### src/rtl/wasm_instr_loader.sv
// wasm_instr_loader
// Accepts a WASM module as a byte stream, optionally checks and strips the
// 8-byte module header, packs body bytes into WR_BYTES-wide write windows
// and drives the instruction memory write port. busy holds the core halted
// for the whole load; done / hdr_error / ovf_error report the outcome.
module wasm_instr_loader #(
    parameter int WR_BYTES  = 8,
    parameter int LOG_WIN   = 3,
    parameter int CHECK_HDR = 1,
    parameter int MAX_BYTES = 1024,
    parameter int CNT_W     = 16
) (
    input  logic                    clk,
    input  logic                    rst,
    input  logic                    start,
    input  logic                    s_valid,
    input  logic [7:0]              s_data,
    input  logic                    s_last,
    output logic                    s_ready,
    output logic                    we,
    output logic [LOG_WIN-1:0]      write_pointer_shift_minusone,
    output logic [8*WR_BYTES-1:0]   wr_data,
    input  logic                    wr_ready,
    output logic                    busy,
    output logic                    done,
    output logic                    hdr_error,
    output logic                    ovf_error,
    output logic [CNT_W-1:0]        byte_cnt
);

    typedef enum logic [2:0] {
        S_IDLE  = 3'd0,
        S_HDR   = 3'd1,
        S_BODY  = 3'd2,
        S_WRITE = 3'd3,
        S_ERR   = 3'd4
    } state_t;

    // Expected WASM magic + version: 00 61 73 6D 01 00 00 00
    function automatic logic [7:0] hdr_byte(input logic [2:0] idx);
        logic [7:0] b;
        case (idx)
            3'd1:    b = 8'h61;
            3'd2:    b = 8'h73;
            3'd3:    b = 8'h6D;
            3'd4:    b = 8'h01;
            default: b = 8'h00;
        endcase
        return b;
    endfunction

    state_t                  state_r;
    state_t                  state_s;
    logic [2:0]              hdr_idx_r;
    logic [LOG_WIN-1:0]      win_idx_r;
    logic [LOG_WIN-1:0]      len_r;
    logic [8*WR_BYTES-1:0]   pack_r;
    logic                    last_r;
    logic [CNT_W-1:0]        byte_cnt_r;
    logic                    s_ready_r;
    logic                    we_r;
    logic                    busy_r;
    logic                    done_r;
    logic                    hdr_err_r;
    logic                    ovf_err_r;

    logic                    xfer_s;
    logic                    wdone_s;
    logic                    cnt_full_s;
    logic                    win_end_s;
    logic                    load_start_s;
    logic                    hdr_adv_s;
    logic                    body_store_s;
    logic                    set_hdr_err_s;
    logic                    set_ovf_err_s;
    logic                    done_set_s;
    logic                    win_clr_s;

    assign xfer_s     = s_valid & s_ready_r;
    assign wdone_s    = we_r & wr_ready;
    assign cnt_full_s = (byte_cnt_r == CNT_W'(MAX_BYTES));
    assign win_end_s  = (win_idx_r == LOG_WIN'(WR_BYTES - 1));

    // State register
    always_ff @(posedge clk) begin
        if (rst) begin
            state_r <= S_IDLE;
        end else begin
            state_r <= state_s;
        end
    end

    // Next-state decode and datapath strobes
    always_comb begin
        state_s       = state_r;
        load_start_s  = 1'b0;
        hdr_adv_s     = 1'b0;
        body_store_s  = 1'b0;
        set_hdr_err_s = 1'b0;
        set_ovf_err_s = 1'b0;
        done_set_s    = 1'b0;
        win_clr_s     = 1'b0;
        case (state_r)
            S_IDLE: begin
                if (start) begin
                    load_start_s = 1'b1;
                    state_s      = (CHECK_HDR != 0) ? S_HDR : S_BODY;
                end else begin
                    state_s = S_IDLE;
                end
            end
            S_HDR: begin
                if (xfer_s) begin
                    if ((s_data != hdr_byte(hdr_idx_r)) ||
                        (s_last && (hdr_idx_r != 3'd7))) begin
                        set_hdr_err_s = 1'b1;
                        state_s       = s_last ? S_IDLE : S_ERR;
                    end else if (hdr_idx_r == 3'd7) begin
                        // Header-only module: finish without any write
                        done_set_s = s_last;
                        state_s    = s_last ? S_IDLE : S_BODY;
                    end else begin
                        hdr_adv_s = 1'b1;
                    end
                end else begin
                    state_s = S_HDR;
                end
            end
            S_BODY: begin
                if (xfer_s) begin
                    if (cnt_full_s) begin
                        // Byte would exceed memory capacity: drop it
                        set_ovf_err_s = 1'b1;
                        state_s       = s_last ? S_IDLE : S_ERR;
                    end else begin
                        body_store_s = 1'b1;
                        state_s      = (s_last || win_end_s) ? S_WRITE : S_BODY;
                    end
                end else begin
                    state_s = S_BODY;
                end
            end
            S_WRITE: begin
                if (wdone_s) begin
                    win_clr_s  = 1'b1;
                    done_set_s = last_r;
                    state_s    = last_r ? S_IDLE : S_BODY;
                end else begin
                    state_s = S_WRITE;
                end
            end
            S_ERR: begin
                if (xfer_s && s_last) begin
                    state_s = S_IDLE;
                end else begin
                    state_s = S_ERR;
                end
            end
            default: begin
                state_s = S_IDLE;
            end
        endcase
    end

    // Registered outputs, packing window, counters and sticky error flags
    always_ff @(posedge clk) begin
        if (rst) begin
            hdr_idx_r  <= 3'd0;
            win_idx_r  <= '0;
            len_r      <= '0;
            pack_r     <= '0;
            last_r     <= 1'b0;
            byte_cnt_r <= '0;
            s_ready_r  <= 1'b0;
            we_r       <= 1'b0;
            busy_r     <= 1'b0;
            done_r     <= 1'b0;
            hdr_err_r  <= 1'b0;
            ovf_err_r  <= 1'b0;
        end else begin
            s_ready_r <= (state_s == S_HDR) || (state_s == S_BODY) || (state_s == S_ERR);
            we_r      <= (state_s == S_WRITE);
            busy_r    <= (state_s != S_IDLE);
            done_r    <= done_set_s;
            if (load_start_s) begin
                hdr_idx_r  <= 3'd0;
                win_idx_r  <= '0;
                len_r      <= '0;
                pack_r     <= '0;
                last_r     <= 1'b0;
                byte_cnt_r <= '0;
                hdr_err_r  <= 1'b0;
                ovf_err_r  <= 1'b0;
            end else begin
                if (hdr_adv_s) begin
                    hdr_idx_r <= hdr_idx_r + 3'd1;
                end
                if (body_store_s) begin
                    pack_r[{win_idx_r, 3'b000} +: 8] <= s_data;
                    win_idx_r  <= win_idx_r + LOG_WIN'(1);
                    len_r      <= win_idx_r;
                    last_r     <= s_last;
                    byte_cnt_r <= byte_cnt_r + CNT_W'(1);
                end
                if (win_clr_s) begin
                    pack_r    <= '0;
                    win_idx_r <= '0;
                end
                if (set_hdr_err_s) begin
                    hdr_err_r <= 1'b1;
                end
                if (set_ovf_err_s) begin
                    ovf_err_r <= 1'b1;
                end
            end
        end
    end

    assign s_ready                      = s_ready_r;
    assign we                           = we_r;
    assign write_pointer_shift_minusone = len_r;
    assign wr_data                      = pack_r;
    assign busy                         = busy_r;
    assign done                         = done_r;
    assign hdr_error                    = hdr_err_r;
    assign ovf_error                    = ovf_err_r;
    assign byte_cnt                     = byte_cnt_r;

endmodule

### config.mk
export PLATFORM = sky130hd
export DESIGN_NAME = wasm_instr_loader
export DESIGN_NICKNAME = d
export VERILOG_FILES = /design/src/rtl/wasm_instr_loader.sv
export SDC_FILE = /design/constraint.sdc
export NUM_CORES = 1
export LEC_CHECK = 0
export CORE_MARGIN = 3
export CORE_UTILIZATION = 50
export DETAILED_ROUTE_END_ITERATION = 7
export PLACE_DENSITY = 0.76
export SETUP_SLACK_MARGIN = 0.2
export SLEW_MARGIN = 15
export SYNTH_ARGS = -nofsm -noshare
export SYNTH_HDL_FRONTEND = slang
export SYNTH_SLANG_ARGS = --single-unit
### constraint.sdc
create_clock -name clk -period 3.4 [get_ports clk]
set_input_delay 0.34 -clock clk [delete_from_list [all_inputs] [get_ports clk]]
set_output_delay 0.34 -clock clk [all_outputs]
set_load 0.05 [all_outputs]
==> results.toml <==
[run_status]
outcome = "finished, final reports clean"

[cells_and_area]
final_nets = 630
area_growth_pct = 29.8
final_area_sq_um = 5730
drive_above_1_share = 0.0693
final_cell_mix = "102 x clkdlybuf4s50_1, 99 x dfxtp_1, 65 x nand2_1"
diodes = 0
fill_cells = 700
final_common_cell = "clkdlybuf4s50_1"

[route]
vias = 3880
route.met2.wl_microns = 5470
route.met3.wl_microns = 670
first_iter_violations = 176
met1Wirelength_microns = 4710
vias_per_cell = 5.46
antenna_left = 0
drc = 0
route.top_layer_used = "met4"
dr.pass1.iters = 5
routedWlPerCell_microns = 15.5
drt-total-wl_microns = 11000

[flow_run]
cap_violations = 0

[cts]
cts_buffer_depth = 2
postCtsHoldBufs = 0
cts_num_sinks = 99
cts_setup_buffers = 0
clk_latency_ps = 370
clk_pin_slew_ps = 90
cts_tree = "yes"
cts_root_buf = "clkbuf_8"
h-tree-depth = 3
cts-resized-gates = 0
cts_buffers = 9

[worst_hold_path]
hold_path_class = "flop to flop"

[logic_synthesis]
yosysWarnings = 0
synth_xor_area_frac = 0.0258
synthesis.area_sq_um = 4420
syn_nets = 537
syn_avg_cell_area_sq_um = 8.69
ys_types = 50
synth_top_family_by_area = "simple AND/OR/NAND/NOR gates"
synth_edf_count = 0
synth_cells = 508
synthMuxAreaShare = 0.0657
async_flop_share = 0
synth-simple-area-share = 0.273
yosysSeqAreaShare = 0.449
synth_adder_area_share = 0.0425
ys_seq_elements = 99
ys.flop_type = "dfxtp_1"
synth_compound_gate_area_share = 0.101

[pwr]
pwr_density_cell_nw_per_um2 = 366
swShare = 0.231
cellInternalPower_w = 0.00161
p_leak_nw = 1.96
seqPwrFrac = 0.556
clkPwrFrac = 0.393
max-vdd-ir-drop_mv = 0.276
comb_power_share = 0.051
p_switching_w = 0.000484

[timing]
final_max_slew_viol_count = 0
fmax_ghz = 0.375
setup_violations = 0
hold_viol = 0
layout_min_cycle_time_ps = 2660
fin_setup_tns_ps = 0
holdWs_ps = 461
tightest_slew_ps = 737
min_period_over_period = 0.784
worst_clock_skew_ps = 10.4
maxSlewHeadroom = 0.507
grt_setup_unrepaired = "false"

[critical_path]
crit_path_end_kind = "flop"
cp-start-kind = "flop"
reg2reg_slack_ps = 740
crit_start = "hdr_idx_r[0]"
crit_type = "flop to flop"
worstReg2RegEnd = "hdr_idx_r[1]"
r2r-start = "hdr_idx_r[0]"
path_max_fanout = 6
cp_data_required_time_ps = 3650
endpoint = "hdr_idx_r[1]"
cp.arrival_ps = 2910
reg2regPathDepth = 9

[floorplanning]
initial_core_util = 0.527
fp.coreArea_sq_um = 8380
dieArea_sq_um = 10000
rows = 33
die_y_microns = 100
fp.dieW_microns = 100
io_pins = 103

[placement]
detailed_place.area_sq_um = 5510
place_hpwl_microns = 7690
gp_congestion = 0.843
port_buffers = 102

[grt]
grt_overflow_total = 0
antenna_found_initial = 0
grt_pass1_wl_microns = 17900
grt_pass1_vias = 3684
grt_usage = 0.221
grt_max_degree = 68
-- worst min path at each step --
stage                      from          end  slack, ps  depth (start not counted)
finish              wr_data[18]  wr_data[18]        460                          2
floorplan                   rst         busy        410                          1
detailed placement  wr_data[61]  wr_data[61]        450                          2
global placement     wr_data[9]   wr_data[9]        440                          2
CTS                 wr_data[61]  wr_data[61]        460                          2
global route        wr_data[45]  wr_data[45]        480                          2
-- per-layer routing --
metal	vias to the layer above	global-route usage
li1	1929	-
met3	14	0.0396
met1	1830	0.284
met2	107	0.374
met4	0	0.0767
met5	-	0
-- critical path, stage by stage, from the launching register on --
cell and delay [ps]:
dfxtp_1 360, ha_1 260, ha_1 250, a211oi_1 230
o21ai_0 140, mux2i_1 180, a2111oi_4 430, nor4b_4 390
mux2i_1 250, nor2_1 50
-- synth_stat cells (3+ instances only) --
library cell  count  area share
nand2b_1          3      0.0042
nor3_1            7      0.0079
buf_1             3      0.0025
nand2_1          65       0.055
nor2_1           53       0.045
and2_1            6      0.0085
xnor2_1           4      0.0079
o21ai_0           7      0.0079
dfxtp_1          99        0.45
nor4_1            3      0.0042
or3_1             5      0.0071
nor3_4            4       0.015
nand4_1           9       0.013
xor2_1            9       0.018
a21oi_1          57       0.065
nand3_1          46       0.052
a211oi_1          4      0.0068
clkbuf_1         15       0.013
ha_1             15       0.042
inv_1            12       0.010
and3_1           10       0.014
mux2i_1          29       0.066
buf_2             9       0.010
-- layout make-up --
cell class | instances | area, sq um | area share
Clock buffer | 10 | 128 | 0.0223
Tap cell | 105 | 131 | 0.0229
Inverter | 12 | 45.0 | 0.00786
Multi-Input combinational cell | 366 | 2250 | 0.393
Sequential cell | 99 | 1980 | 0.346
Timing Repair Buffer | 113 | 1100 | 0.193
Clock inverter | 6 | 90.1 | 0.0157
-- sequential cells by signal, indices dropped and copies added (netlist names) --
register	flops
busy	1
byte_cnt	16
done	1
hdr_error	1
hdr_idx_r	3
last_r	1
ovf_error	1
s_ready	1
state_r	3
we	1
win_idx_r	3
wr_data	64
write_pointer_shift_minusone	3
-- cells by family after synthesis --
group / count (synthesis)
XOR/XNOR: 13
adder cells (fa/ha/maj): 15
buffers and inverters: 43
multiplexers: 29
AND/OR/NAND/NOR: 231
flip-flops: 99
AO/OA/AOI/OAI: 78
-- per-stage QoR --
| step | total power, W | utilization | instances | setup WS (ps) |
|---|---|---|---|---|
| 6_report | 0.00210 | 0.684 | 711 | 735 |
| 5_1_grt | 0.00217 | 0.684 | 711 | 436 |
| 4_1_cts | 0.00211 | 0.684 | 711 | 726 |
| 3_5_place_dp | 0.00130 | 0.658 | 695 | 711 |
| 3_3_place_gp | 0.00130 | 0.658 | 695 | 784 |
| 2_1_floorplan | 0.00126 | - | 508 | 996 |
-- power by group through the flow --
stage                     clock network, W  logic [W]  registers, W
after floorplan                          0  0.0000542       0.00120
after global placement                   0   0.000105       0.00119
after detailed placement                 0   0.000106       0.00119
after CTS                         0.000837   0.000106       0.00117
after global routing              0.000886   0.000114       0.00117
final                             0.000824   0.000107       0.00117
No activity file was read; power rests on OpenSTA's default activity.
